**src/rtl/mem_arb_pkg.sv**
```systemverilog
// mem_arb_pkg: shared types for the two-port memory arbiter.
//   state_e   - arbiter FSM states (IDLE/ISSUE/WAIT)
//   owner_e   - which upstream port owns the current transaction
//   mem_req_t - request payload latched toward the shared memory
package mem_arb_pkg;

  localparam int unsigned ADDR_W = 32;
  localparam int unsigned DATA_W = 32;
  localparam int unsigned MASK_W = 4;

  typedef enum logic [1:0] {
    IDLE  = 2'd0,
    ISSUE = 2'd1,
    WAIT  = 2'd2
  } state_e;

  typedef enum logic {
    PORT_I = 1'b0,
    PORT_D = 1'b1
  } owner_e;

  typedef struct packed {
    logic [ADDR_W-1:0] addr;
    logic [MASK_W-1:0] rmask;
    logic [MASK_W-1:0] wmask;
    logic [DATA_W-1:0] wdata;
  } mem_req_t;

  // The port that did not win last time.
  function automatic owner_e other_port(input owner_e p);
    return (p == PORT_I) ? PORT_D : PORT_I;
  endfunction

endpackage

```
**src/rtl/mem_arb_pick.sv**
```systemverilog
// mem_arb_pick: combinational winner selection between the I and D ports.
// Configuration macro: MEM_ARB_RR_EN
//   defined   - simultaneous requests alternate (the port not served last wins)
//   undefined - D always wins simultaneous requests
// Ports:
//   i_req, d_req  - request present on each port
//   last_served   - owner of the most recent granted transaction
//   valid_c       - some request is present
//   grant_c       - winning port (meaningful only when valid_c)
module mem_arb_pick
  import mem_arb_pkg::*;
(
  input  logic   i_req,
  input  logic   d_req,
  input  owner_e last_served,
  output logic   valid_c,
  output owner_e grant_c
);

  assign valid_c = i_req | d_req;

`ifdef MEM_ARB_RR_EN
  // Round-robin only matters on a tie; a lone requester always wins.
  always_comb begin
    grant_c = PORT_I;
    if (i_req && d_req) begin
      grant_c = other_port(last_served);
    end else if (d_req) begin
      grant_c = PORT_D;
    end
  end
`else
  // Fixed priority: history is irrelevant.
  logic unused_last;
  assign unused_last = ^last_served;

  always_comb begin
    grant_c = PORT_I;
    if (d_req) begin
      grant_c = PORT_D;
    end
  end
`endif

endmodule

```
**src/rtl/mem_arbiter.sv**
```systemverilog
// mem_arbiter: shares one memory port between an instruction (read-only)
// port and a data (read/write) port, one transaction at a time.
// Configuration macro: MEM_ARB_RR_EN selects round-robin arbitration on
// simultaneous requests; without it D has fixed priority.
// Ports:
//   clk, rst                       - clock, async active-low reset
//   i_addr/i_rmask                 - I request (rmask != 0 means request)
//   i_rdata/i_resp                 - I completion (rdata valid only with resp)
//   d_addr/d_rmask/d_wmask/d_wdata - D request
//   d_rdata/d_resp                 - D completion (rdata valid only with resp)
//   mem_addr/mem_rmask/mem_wmask/mem_wdata - registered memory request,
//                                    masks strobe for one cycle
//   mem_rdata/mem_resp             - memory completion
//   error                          - sticky protocol/timeout flag
module mem_arbiter
  import mem_arb_pkg::*;
#(
  parameter int unsigned WAIT_TIMEOUT = 256
) (
  input  logic        clk,
  input  logic        rst,
  input  logic [31:0] i_addr,
  input  logic [3:0]  i_rmask,
  output logic [31:0] i_rdata,
  output logic        i_resp,
  input  logic [31:0] d_addr,
  input  logic [3:0]  d_rmask,
  input  logic [3:0]  d_wmask,
  input  logic [31:0] d_wdata,
  output logic [31:0] d_rdata,
  output logic        d_resp,
  output logic [31:0] mem_addr,
  output logic [3:0]  mem_rmask,
  output logic [3:0]  mem_wmask,
  output logic [31:0] mem_wdata,
  input  logic [31:0] mem_rdata,
  input  logic        mem_resp,
  output logic        error
);

  localparam int unsigned CNT_W = (WAIT_TIMEOUT > 1) ? $clog2(WAIT_TIMEOUT) : 1;
  localparam logic [CNT_W-1:0] CNT_MAX = CNT_W'(WAIT_TIMEOUT - 1);

  state_e           state;
  owner_e           owner;
  owner_e           last_served;
  logic [CNT_W-1:0] wait_cnt;

  logic     i_req_c;
  logic     d_req_c;
  logic     valid_c;
  owner_e   grant_c;
  logic     d_illegal_c;
  mem_req_t sel_c;

  assign i_req_c = (i_rmask != 4'h0);
  assign d_req_c = (d_rmask != 4'h0) || (d_wmask != 4'h0);

  mem_arb_pick u_pick (
    .i_req       (i_req_c),
    .d_req       (d_req_c),
    .last_served (last_served),
    .valid_c     (valid_c),
    .grant_c     (grant_c)
  );

  // D asking to read and write at once is a protocol error.
  assign d_illegal_c = (d_rmask != 4'h0) && (d_wmask != 4'h0);

  // Winner's payload; an I port can never write and an illegal D
  // request degrades to a plain read.
  always_comb begin
    sel_c = '0;
    if (grant_c == PORT_D) begin
      sel_c.addr  = d_addr;
      sel_c.rmask = d_rmask;
      sel_c.wmask = (d_rmask != 4'h0) ? 4'h0 : d_wmask;
      sel_c.wdata = d_wdata;
    end else begin
      sel_c.addr  = i_addr;
      sel_c.rmask = i_rmask;
    end
  end

  // Completion passes straight through from memory in the WAIT cycle it arrives.
  assign i_resp  = (state == WAIT) && mem_resp && (owner == PORT_I);
  assign d_resp  = (state == WAIT) && mem_resp && (owner == PORT_D);
  assign i_rdata = i_resp ? mem_rdata : 'x;
  assign d_rdata = d_resp ? mem_rdata : 'x;

  // Arbiter FSM with registered memory-side outputs.
  always_ff @(posedge clk or negedge rst) begin
    if (!rst) begin
      state       <= IDLE;
      owner       <= PORT_I;
      last_served <= PORT_D;
      wait_cnt    <= '0;
      mem_addr    <= '0;
      mem_rmask   <= '0;
      mem_wmask   <= '0;
      mem_wdata   <= '0;
      error       <= 1'b0;
    end else begin
      case (state)
        IDLE: begin
          if (mem_resp) begin
            error <= 1'b1;
          end
          if (valid_c) begin
            owner       <= grant_c;
            last_served <= grant_c;
            mem_addr    <= sel_c.addr;
            mem_rmask   <= sel_c.rmask;
            mem_wmask   <= sel_c.wmask;
            mem_wdata   <= sel_c.wdata;
            state       <= ISSUE;
            if ((grant_c == PORT_D) && d_illegal_c) begin
              error <= 1'b1;
            end
          end
        end
        ISSUE: begin
          if (mem_resp) begin
            error <= 1'b1;
          end
          mem_rmask <= '0;
          mem_wmask <= '0;
          wait_cnt  <= '0;
          state     <= WAIT;
        end
        WAIT: begin
          if (mem_resp) begin
            state <= IDLE;
          end else if (wait_cnt == CNT_MAX) begin
            // Timed out: flag it but keep waiting so a late resp still completes.
            error <= 1'b1;
          end else begin
            wait_cnt <= wait_cnt + CNT_W'(1);
          end
        end
        default: begin
          state <= IDLE;
        end
      endcase
    end
  end

endmodule

```
**config.mk**
```make
export PLATFORM = sky130hd
export DESIGN_NAME = mem_arbiter
export DESIGN_NICKNAME = d
export VERILOG_FILES = /design/src/rtl/mem_arb_pkg.sv /design/src/rtl/mem_arb_pick.sv /design/src/rtl/mem_arbiter.sv
export SDC_FILE = /design/constraint.sdc
export NUM_CORES = 1
export LEC_CHECK = 0
export CAP_MARGIN = 25
export CORE_UTILIZATION = 37
export CTS_BUF_LIST = sky130_fd_sc_hd__clkbuf_8
export CTS_CLUSTER_SIZE = 25
export DETAILED_ROUTE_END_ITERATION = 7
export PLACE_DENSITY = 0.83
export SLEW_MARGIN = 20
export SYNTH_ARGS = -nofsm -noshare
export SYNTH_HDL_FRONTEND = slang
export SYNTH_SLANG_ARGS = --single-unit
```
**constraint.sdc**
```tcl
create_clock -name clk -period 2.6 [get_ports clk]
set_clock_uncertainty 0.1 [all_clocks]
set_input_delay 0.78 -clock clk [delete_from_list [all_inputs] [get_ports clk]]
set_output_delay 0.78 -clock clk [all_outputs]
set_load 0.005 [all_outputs]
```
* Word-level counts from Yosys, hierarchy flattened
Cells that the tools add are included.
** Cells by class
- Magnitude comparators :: 0
- $mul :: 0
- Bitwise logic cells :: 2
- Add/subtract/negate cells :: 1
- Shift operators :: 0
- Div/mod/pow operators :: 0
- Muxes and demuxes :: 22
- Reduce and logical (&&, ||, !) cells :: 18
- Equality and inequality tests :: 8
** Operators with widths (number)
- 36-bit two-way mux :: 2
- 32-bit two-way mux :: 2
- 8-bit two-way mux :: 2
- 4-bit case mux with 2 select lines :: 2
- 8-bit case mux with 2 select lines :: 1
- 4-bit two-way mux :: 3
- 4-bit nonzero test :: 3
- 8-bit by 1-bit adder with 8-bit output (second input constant) :: 1
- 8-bit == test (second input constant) :: 1
- 1-bit two-way mux :: 6
- 2-bit inequality test (second input constant) :: 3
- 2-bit case mux with 3 select lines :: 1
- 2-bit AND reduction :: 3
- 3-bit AND reduction :: 2
- 1-bit logical AND :: 5
- 2-bit two-way mux :: 2
- 2-bit by 1-bit inequality test with 1-bit output (second input constant) :: 2
- 2-bit nonzero test :: 2
- 1-bit case mux with 3 select lines :: 1
- 3-bit nonzero test :: 1
- 2-bit by 1-bit == test with 1-bit output (second input constant) :: 1
- 2-bit == test (second input constant) :: 1
- 2-bit zero test :: 1
- 1-bit logical OR :: 1
- 2 further kinds :: 2
** Storage, ports and cells
- Memory bits (writable) :: 0
- Output and inout port bits :: 139
- Register bits after elaboration :: 84
- Input port bits :: 143
- Latch bits :: 0
- Logic and storage cells :: 59
- Bits in read-only memories :: 0
- Memories kept :: 0

* Logic depth before layout (Yosys ltp)
- Word-level depth :: 7
- Gate-level depth with buffers :: 7
- Depth with buffers taken out :: 6

* Cells and area by module
From an unflattened synthesis, not the netlist that was laid out.
** Second synthesis, totals
- Cells, all modules :: 458
- Area, all modules :: 4342.9 um^2
** By module, submodules not included
- mem_arbiter :: times used 1, seq. area each 2128.3 um^2, cells an instance 456, area each 4329.2 um^2
- mem_arb_pick :: times used 1, seq. area each 0.0 um^2, cells an instance 2, area each 13.8 um^2

* Worst setup path after synthesis
Ideal clock, no wire load.
- Path type :: in2reg
- From :: input d_rmask[0]
- To :: register mem_wdata[0]
- Buffers on the path :: 3
- Setup time :: 0.121 ns
- Arrival :: 2.278 ns
- Data required time :: 2.379 ns
- Slack :: 0.101 ns
- Cell stages on the path :: 7
- Cells stage by stage :: or4_1 buf_2 or2_1 and2_1 buf_6 buf_6 a22o_1
** On the way
- Cells in the longest elaborated chain, start to end :: 4
- Elaborated cells between the ends (all ways) :: 6
- Those cells by class :: mux (2); bitwise (1); reduce/logical (3)
** Ends and longest elaborated chain
- start: declaration :: RTL line mem_arbiter.sv:27 : input logic [3:0] d_rmask,
- 4-bit nonzero test (*) :: RTL line mem_arbiter.sv:57 : assign d_req_c = (d_rmask != 4'h0) || (d_wmask != 4'h0);
- 1-bit logical OR (*) :: RTL line mem_arbiter.sv:57
- 1-bit two-way mux or 1-bit OR (tied branches) :: RTL line mem_arb_pick.sv:39, mem_arb_pick.sv:20
- 36-bit two-way mux or 2-bit AND reduction (tied branches)
- end signal: assignment :: RTL line mem_arbiter.sv:115 : mem_wdata <= sel_c.wdata;
- end: declaration :: RTL line mem_arbiter.sv:35 : output logic [31:0] mem_wdata,
Every way passes the cells marked *; elsewhere a longest branch is shown, timed or not.
A chain may end at the register's enable or synchronous reset.

* Final worst setup path
- From :: input d_wmask[1]
- To :: register mem_addr[8]
** On the way
- Cells in the longest elaborated chain, start to end :: 4
- Elaborated cells between the ends (all ways) :: 6
- Those cells by class :: mux (2); bitwise (1); reduce/logical (3)
** Ends and longest elaborated chain
- start: declaration :: RTL line mem_arbiter.sv:28 : input logic [3:0] d_wmask,
- 4-bit nonzero test (*) :: RTL line mem_arbiter.sv:57
- 1-bit logical OR (*) :: RTL line mem_arbiter.sv:57
- 1-bit two-way mux or 1-bit OR (tied branches) :: RTL line mem_arb_pick.sv:39, mem_arb_pick.sv:20
- 36-bit two-way mux or 2-bit AND reduction (tied branches)
- end signal: assignment :: RTL line mem_arbiter.sv:112 : mem_addr <= sel_c.addr;
- end: declaration :: RTL line mem_arbiter.sv:32 : output logic [31:0] mem_addr,
Marks and branches as above.

==> metrics <==
#FFs+latches synth 84; largest net degree at the start of global routing 65; cts bufs inserted 9; worst endpoint required time around 2.7 ns; DRT Wirelength 12.1 mm; Wirelength per Cell approximately 18 µm; Worst Tran Pin Value about 0.64 ns; Synth area leaders dfrtp_1, buf_4, mux2i_1; Hold Fails Final Rpt 0; post-synthesis sequential area ratio 0.497; Post-Syn Nets around 540; post-route core utilization 0.568; CTS tree yes; slowest stage delay, CP 0.55 ns; Vias 3426; Total GRT Usage 0.201; Worst IR Drop VDD just under 0.0006 V; Syn. warnings 0; largest fanout on the critical path 17; post-route clock period utilization 0.995; CP Class input port to flop; area of the multi-input gates 1510 µm²; final instance area a little over 6000 µm²; Unique masters post-synth 42; Antenna Nets Post-Route 0; register area roughly 2100 µm²; fmax just under 0.4 GHz; Die Y between 100 and 150 µm; first-pass GRT wire length about 18 mm; FILL cells roughly 950; Gate Count Post-Synth 387; Post-synth EDFFs 0; CP Capture Type flop; Slew headroom 0.571; reg-to-reg endpoint wait_cnt[7]; vias per inst between 5 and 6; share of cells above drive strength 1 0.114; Commonest cells post-synth dfrtp_1, buf_4, nand2_1; Pwr Density ~990 nW/µm²; slowest CP cell or4_4; Synth Flop Type dfrtp_1; count leader, synth dfrtp_1; root buf cell clkbuf_8; I/O Buffers ~190; Core Area 11000 µm²; Final setup viols 0; Hold Path Class input port to asynchronous set/reset pin; worst r2r path cells 7; HPWL Detailed roughly 8.9 mm; max cap viols 0; Core Rows 38; I/O Pins 282; CP cell instances clkdlybuf4s50_1 > or4_4 > buf_4 > nor2_4 > buf_12 > mux2i_2 > o21ai_0; CTS Hold Buffers Added 0; NumNets Final roughly 680; Sink Count 84; width of the die approximately 110 µm; Syn Area/Cell 10.9 µm²; initial antenna violation count 0; Max Buffers Root-to-Sink 2; Tmin final ~2.6 ns; total chip power roughly 6.2 mW; placed instance area between 5000 and 6000 µm²; number of diodes 0; initial core utilization 0.385; RSZ-0062 raised after global routing yes; DRC viols 0; status finished, final reports clean; top-area cell type share of the netlist area 0.497; vias in the first global route ~3500; Area Overhead vs Synth 47.3%; Reg2Reg Launch Point state[0]; final hold slack around 0.3 ns; TritonRoute pass-1 iters 4; total die area between 10000 and 15000 µm²; Detailed Route Iter0 Violations 73; share of async-settable or async-resettable flops after synthesis 1.00; Worst-Skew Late Latency approximately 0.35 ns; clock-pin slew on the worst setup and hold paths approximately 0.090 ns; Startpoint Class input port; Leak 2.57 nW; Mapped Area about 4200 µm²; Slew Limit Fails 0; Routability Congestion roughly 0.8; cell taking the most area after synthesis dfrtp_1; GRT Residual Overflow 0; Worst EP arrival 2.73 ns; H-Tree Depth 3; flop-to-flop setup slack roughly 0.47 ns
## how the worst max path moves through the flow
stage,end,cells after the start,from,slack [ns]
CTS,mem_addr[12],7,d_wmask[1],-0.05
finish,mem_addr[8],7,d_wmask[1],0.01
global placement,i_resp,4,mem_resp,-0.32
global route,mem_addr[3],7,d_wmask[1],-0.03
detailed placement,mem_addr[8],7,d_wmask[1],-0.39
floorplan,mem_wdata[0],7,d_rmask[0],0.10
## power breakdown
| part | switching, mW | internal [mW] | leakage, nW | total, mW |
|---|---|---|---|---|
| combinational | 1.22 | 1.78 | 1.41 | 3.00 |
| sequential | 0.382 | 1.89 | 1.05 | 2.27 |
| clock | 0.483 | 0.443 | 0.106 | 0.926 |
## worst max-delay path: cells and delay by family
kind / cells / cell delay (ns)
mux: 1 / 0.26
buf+inv: 3 / 0.82
compound gates: 1 / 0.12
simple gates: 2 / 0.73
## layout by cell type, fill, tap and decap left out, types with 7 or more instances in the layout
cell type / n
a21oi_1: 8
a22o_1: 36
buf_12: 7
buf_4: 22
clkbuf_8: 9
clkdlybuf4s50_1: 181
dfrtp_1: 84
inv_1: 7
mux2i_1: 31
nand2_1: 38
o21ai_0: 27
o21ai_1: 11
## registers in the layout (all words and copies together) (netlist names)
register   flops
error          1
mem_addr      32
mem_rmask      4
mem_wdata     32
mem_wmask      4
owner          1
state          2
wait_cnt       8
## metrics by stage
stage | setup slack, ns | TNS [ns] | cells
2_1_floorplan | 0.101 | 0 | 387
3_3_place_gp | -0.316 | -20.26 | 653
3_5_place_dp | -0.393 | -23.44 | 653
4_1_cts | -0.0482 | -0.542 | 670
5_1_grt | -0.0302 | -0.272 | 674
6_report | 0.0126 | 0 | 674
## repair_timing
item	in CTS	in global routing
buffers inserted	0	2
endpoints found under the setup margin	3	35
cloned	1	2
gates resized for setup	5	9
pin swaps	0	2
## metal layers
| metal | wire (µm) | track usage | share of wire |
|---|---|---|---|
| met5 | 0 | 0 | 0 |
| met4 | 218 | 0.0763 | 0.018 |
| met3 | 960 | 0.0490 | 0.079 |
| met2 | 6260 | 0.358 | 0.52 |
| met1 | 4700 | 0.231 | 0.39 |
## cell families (layout without fill, tap and decap cells)
group,after synthesis,count (layout),share of synthesized area
compound gates,101,101,0.169
xor+xnor,1,1,0.00207
fa+ha+maj,6,6,0.0177
buf+inv,91,238,0.151
flops,84,84,0.497
mux,35,35,0.0834
simple gates,69,69,0.0801
## layout make-up
cell class,instances,share of cell area
repair buffers,216,0.357
flip-flops and latches,84,0.337
multi-input cells,212,0.243
well taps,140,0.0281
clock buffers,9,0.0199
clock inverters,7,0.0110
inverters,6,0.00361
No activity file was read; power rests on OpenSTA's default activity.
